`config.mk`:
```
export PLATFORM = sky130hd
export DESIGN_NAME = proc_control_fsm
export DESIGN_NICKNAME = d
export VERILOG_FILES = /design/src/rtl/proc_control_fsm.sv
export SDC_FILE = /design/constraint.sdc
export NUM_CORES = 1
export LEC_CHECK = 0
export BUFFER_PORTS_ARGS = -buffer_cell sky130_fd_sc_hd__buf_2
export CAP_MARGIN = 20
export CORE_MARGIN = 2
export CORE_UTILIZATION = 29
export CTS_BUF_LIST = sky130_fd_sc_hd__clkbuf_2
export DETAILED_ROUTE_END_ITERATION = 6
export HOLD_SLACK_MARGIN = 0.05
export PLACE_DENSITY_LB_ADDON = 0.15
export SLEW_MARGIN = 20
export SYNTH_ARGS = -nofsm -noshare
export SYNTH_HDL_FRONTEND = slang
export SYNTH_SLANG_ARGS = --single-unit
```
`constraint.sdc`:
```
create_clock -name clk_i -period 4.25 [get_ports clk_i]
set_input_delay 0 -clock clk_i [delete_from_list [all_inputs] [get_ports clk_i]]
set_output_delay 0 -clock clk_i [all_outputs]
set_load 0.02 [all_outputs]
```
`src/rtl/proc_control_fsm.sv`:
```
// proc_control_fsm
//   Control unit for the 16-bit bus processor. Holds the 9-bit instruction
//   register and steps one instruction through T0..T3 per Run request,
//   selecting exactly one bus source per cycle and raising the register,
//   A and G load enables.
//   Instruction format: IR[8:6]=opcode, IR[5:3]=X (dest), IR[2:0]=Y (src).
//
// Ports
//   clk_i       rising-edge clock
//   rst_i       asynchronous active-high reset (forces all outputs low)
//   run_i       start request, only looked at in T0
//   din_ir_i    instruction bits, captured into IR when ir_in_o=1
//   ir_in_o     IR load enable (T0 & Run)
//   r_out_o     one-hot bus-source select, bit7=R0 ... bit0=R7
//   g_out_o     G drives the bus
//   din_out_o   DIN drives the bus
//   r_in_o      one-hot register write enable, bit7=R0 ... bit0=R7
//   a_in_o      load A from the bus
//   g_in_o      load G from the ALU
//   add_sub_o   ALU op: 0 = A+bus, 1 = A-bus
//   done_o      last step of the current instruction
module proc_control_fsm #(
  parameter int IR_W = 9,  // only 9 is supported
  parameter int NREG = 8   // only 8 is supported
) (
  input  logic            clk_i,
  input  logic            rst_i,
  input  logic            run_i,
  input  logic [IR_W-1:0] din_ir_i,
  output logic            ir_in_o,
  output logic [NREG-1:0] r_out_o,
  output logic            g_out_o,
  output logic            din_out_o,
  output logic [NREG-1:0] r_in_o,
  output logic            a_in_o,
  output logic            g_in_o,
  output logic            add_sub_o,
  output logic            done_o
);

  typedef enum logic [1:0] {
    T0 = 2'b00,
    T1 = 2'b01,
    T2 = 2'b10,
    T3 = 2'b11
  } step_t;

  localparam logic [2:0] OP_MV  = 3'b000;
  localparam logic [2:0] OP_MVI = 3'b001;
  localparam logic [2:0] OP_ADD = 3'b010;
  localparam logic [2:0] OP_SUB = 3'b011;

  step_t           step_q, step_d;
  logic [IR_W-1:0] ir_q, ir_d;

  logic [2:0]      opcode;
  logic [2:0]      x_idx;
  logic [2:0]      y_idx;
  logic [NREG-1:0] x_oh;
  logic [NREG-1:0] y_oh;

  assign opcode = ir_q[8:6];
  assign x_idx  = ir_q[5:3];
  assign y_idx  = ir_q[2:0];

  // Register n maps to bit (NREG-1-n), so R0 lands on the MSB.
  for (genvar gi = 0; gi < NREG; gi++) begin : g_dec
    assign x_oh[gi] = (x_idx == 3'(NREG - 1 - gi));
    assign y_oh[gi] = (y_idx == 3'(NREG - 1 - gi));
  end

  always_comb begin
    step_d    = step_q;
    ir_d      = ir_q;
    ir_in_o   = 1'b0;
    r_out_o   = '0;
    g_out_o   = 1'b0;
    din_out_o = 1'b0;
    r_in_o    = '0;
    a_in_o    = 1'b0;
    g_in_o    = 1'b0;
    add_sub_o = 1'b0;
    done_o    = 1'b0;

    unique case (step_q)
      T0: begin
        ir_in_o = run_i;
        if (run_i) begin
          ir_d   = din_ir_i;
          step_d = T1;
        end
      end
      T1: begin
        case (opcode)
          OP_MV: begin
            r_out_o = y_oh;
            r_in_o  = x_oh;
            done_o  = 1'b1;
            step_d  = T0;
          end
          OP_MVI: begin
            din_out_o = 1'b1;
            r_in_o    = x_oh;
            done_o    = 1'b1;
            step_d    = T0;
          end
          OP_ADD, OP_SUB: begin
            r_out_o = x_oh;
            a_in_o  = 1'b1;
            step_d  = T2;
          end
          default: begin
            // Opcodes 100..111 retire as NOPs.
            done_o = 1'b1;
            step_d = T0;
          end
        endcase
      end
      T2: begin
        r_out_o   = y_oh;
        g_in_o    = 1'b1;
        add_sub_o = opcode[0];
        step_d    = T3;
      end
      T3: begin
        g_out_o = 1'b1;
        r_in_o  = x_oh;
        done_o  = 1'b1;
        step_d  = T0;
      end
      default: step_d = T0;
    endcase

    // Outputs are decoded from Run as well as state, so reset must gate
    // them directly: IRin would otherwise follow Run while in reset.
    if (rst_i) begin
      ir_in_o   = 1'b0;
      r_out_o   = '0;
      g_out_o   = 1'b0;
      din_out_o = 1'b0;
      r_in_o    = '0;
      a_in_o    = 1'b0;
      g_in_o    = 1'b0;
      add_sub_o = 1'b0;
      done_o    = 1'b0;
    end
  end

  always_ff @(posedge clk_i or posedge rst_i) begin
    if (rst_i) begin
      step_q <= T0;
      ir_q   <= '0;
    end else begin
      step_q <= step_d;
      ir_q   <= ir_d;
    end
  end

endmodule

```
==> implementation parameters <==
Parameter                              Value

Timing
  Slew at the pin closest to its max-slew limit    0.5446 ns
  Hold violation total from the final report    0
  Achievable frequency    503.9 MHz
  Final critical-path share of the clock period    about 47%
  Post-route setup TNS    0 ns
  RSZ-0062 raised after global routing    false
  Post-Route Skew    roughly 0.013 ns
  Slack of the critical path    roughly 2.3 ns
  Crit path time final    1.984 ns
  Number of pins with negative max-slew slack in the final report    0
  Setup-failing EPs final    0
  Relative max-transition margin    63.70%
  Hold WS    around 0.37 ns

Yosys
  Distinct cell type count of the synthesized netlist    25
  Area fraction in compound gates after synthesis    11.83%
  Number of standard cells after synthesis    80
  Area share of the leading cell type in the synthesized netlist    a little over a third
  Top area cells in the synthesized netlist    dfrtp_1 35%, mux2_2 13%, ha_1 7.9%
  Number of flip-flops and latches in the synthesized netlist    11
  Sequential share of the synthesized area    between 30% and 40%
  Post-synth top area cell    dfrtp_1
  Fraction of the mapped netlist area in adder cells    7.886%
  Post-Syn Area    793.3 um^2
  Main combinational cell family by area after synthesis    simple AND/OR/NAND/NOR gates
  Synthesized net count    between 90 and 100
  Count of synthesis-stage warnings from yosys    0
  Basic-gate share of the synthesized area counting and, or, nand and nor cells    a little under a third
  Share of cell area taken by muxes after synthesis    between 10% and 20%
  Share of the synthesized netlist area taken by xor and xnor gates    0%
  Synthesized area per cell    9.916 um^2

Critical path
  Critical path's slowest cell    dfrtp_1
  Count of cells along the worst register-to-register path    4
  Beginning of the critical path    step_q[0]
  Worst-path maximum fanout    6
  CP Depth    6
  CP Capture Point    r_out_o[1]
  Critical setup path kind    reg -> out
  Startpoint class of the critical path    register
  Capture point of the worst reg-to-reg path    ir_q[1]
  Arrival time of data at the critical path endpoint    slightly below 2 ns
  Worst path required time    roughly 4.3 ns
  Crit path max-delay family    flip-flops
  Crit path largest cell delay    between 0.4 and 0.5 ns
  Buffers and inverters on the worst path    2
  Setup crit end kind    output port
  List of cells traversed by the critical path    inv_1 -> ha_1 -> and2b_1 -> nand3_1 -> o32ai_1 -> buf_2
  Reg-to-reg startpoint    step_q[0]
  Register-to-register setup slack    between 2 and 3 ns

Min path
  Kind of path behind the tightest hold check    in -> async

Outcome
  Status    finished clean

Cells and area
  Commonest cells after routing, fill and taps aside    34 x buf_2, 11 x dfrtp_1, 11 x dlygate4sd3_1
  Commonest non-fill, non-tap cell in the layout    buf_2
  Count of fill cells added during filler insertion    roughly 250
  ANT cells    0
  Layout cells sized above 1    a little over 40%
  Nets    about 150
  Share of the core filled with cells in the final layout    ~44%
  Synthesis-to-layout area growth    41.96%

Pwr
  Max rail drop VDD    between 300 and 400 uV
  Static Leak    about 0.55 nW
  Total power after layout    between 0.0006 and 0.0007 W
  Power per standard cell area    around 570 mW/mm^2

Global routing
  Total congestion overflow    0
  Global-route usage over all layers    between 10 and 15%
  Pin count of the biggest net entering global routing    13
  Vias in the first global route    between 700 and 800
  Number of antenna violations at the first check in global routing    0
  Global-route wire length before repair    ~3.5 mm

CTS
  TritonCTS sink count    11
  Clock latency reported for the late side of the worst-skew pair    around 0.26 ns
  Maximum clock path buffer count    2
  CTS Buf Count    3
  CTS Root Cell    clkbuf_2
  H-tree lvl count    1
  CTS clk-pin slew, worst paths    0.13 ns
  CTS tree    yes

Route
  Drt first-iter violations    31
  Post-route DRC violation count    0
  Antenna Violating Nets Remaining    0
  Total wire length    2.087 mm
  First-pass iteration count of the detailed router    4
  Average detailed-routed wire length per instance    approximately 13 um
  Vias after detailed routing    roughly 780
  Vias per cell    just under 5

Place
  Detailed-placement wirelength estimate    between 1.5 and 2 mm
  Post-Place Setup Slack    roughly 2.6 ns
  GPL Wtd Cong    0.7518
  Port Buffers    34

Floorplanning
  Chip width    56.30 um
  Core ar.    0.002545 mm^2
  Overall die height    between 50 and 60 um
  Top-Level Pins    35
  Row cnt    18
  Die outline area    about 0.0032 mm^2
  Starting density of the core    between 30% and 40%

Job
  Max-cap violations    0
per-layer routing:
layer / vias to the layer above / part of all wire (%) / global-route usage [%]
met5: - / 0 / 0
met4: 0 / 1.3 / 4.422
met3: 4 / 6.8 / 5.530
met2: 29 / 44 / 21.01
met1: 352 / 47 / 18.87
li1: 397 / - / -
sequential cells by signal, summed over array words and instances (netlist names), named ones only:
signal,count
ir_q,9
step_q,1
report_power, final:
group	switching (W)	internal [W]
clock	0.0000376	0.0000213
sequential	0.0000733	0.000157
combinational	0.000197	0.000156
through the flow:
stage	cell area, um^2	std cells
floorplan	793.3	80
global route	1126	158
detailed placement	996.0	143
finish	1126	158
CTS	1126	158
global placement	996.0	143
worst reg2reg max path: stages (launching register included):
cell	delay [ns]
dfrtp_1	0.41
inv_1	0.12
ha_1	0.22
nand2_1	0.35
mux2_2	0.39
cell families (layout without fill, tap and decap cells):
kind of cell | count (synthesis) | after routing
AOI/OAI and AO/OA | 14 | 14
muxes | 9 | 9
and+or+nand+nor | 36 | 36
adders and majority gates | 5 | 5
buffers and inverters | 5 | 53
DFF | 11 | 11
synthesized netlist by cell type (all sizes together):
library cell	instances
a21oi	3
and2	1
and2b	1
and4bb	1
buf	1
dfrtp	11
ha	5
inv	4
mux2	9
nand2	5
nand2b	3
nand3	2
nand3b	3
nor2	5
nor2b	3
nor3	6
nor4	4
nor4b	1
o21ai	2
o22ai	4
o32ai	4
o41ai	1
or2	1
area by class of cell:
class	instances	area [um^2]	share of cell area (%)
Clock inverter	1	5.005	0.4444
Timing Repair Buffer	45	280.3	24.89
Inverter	4	15.01	1.333
Multi-Input combinational cell	64	498.0	44.22
Tap cell	30	37.54	3.333
Sequential cell	11	275.3	24.44
Clock buffer	3	15.01	1.333
worst min path at each step:
stage	startpoint	endpoint
2_1_floorplan	rst_i	async pin
3_3_place_gp	rst_i	ir_q[5]
3_5_place_dp	rst_i	ir_q[6]
4_1_cts	rst_i	ir_q[3]
5_1_grt	rst_i	ir_q[8]
6_report	rst_i	step_q[0]
repair_timing:
| item | CTS | global route |
|---|---|---|
| setup endpoints to repair | 0 | 0 |
| hold buffers | 11 | 0 |
| endpoints found under the hold margin | 21 | 0 |
| setup buffers | 0 | 0 |
| resized for setup | 0 | 0 |
(Power assumes the default switching activity.)
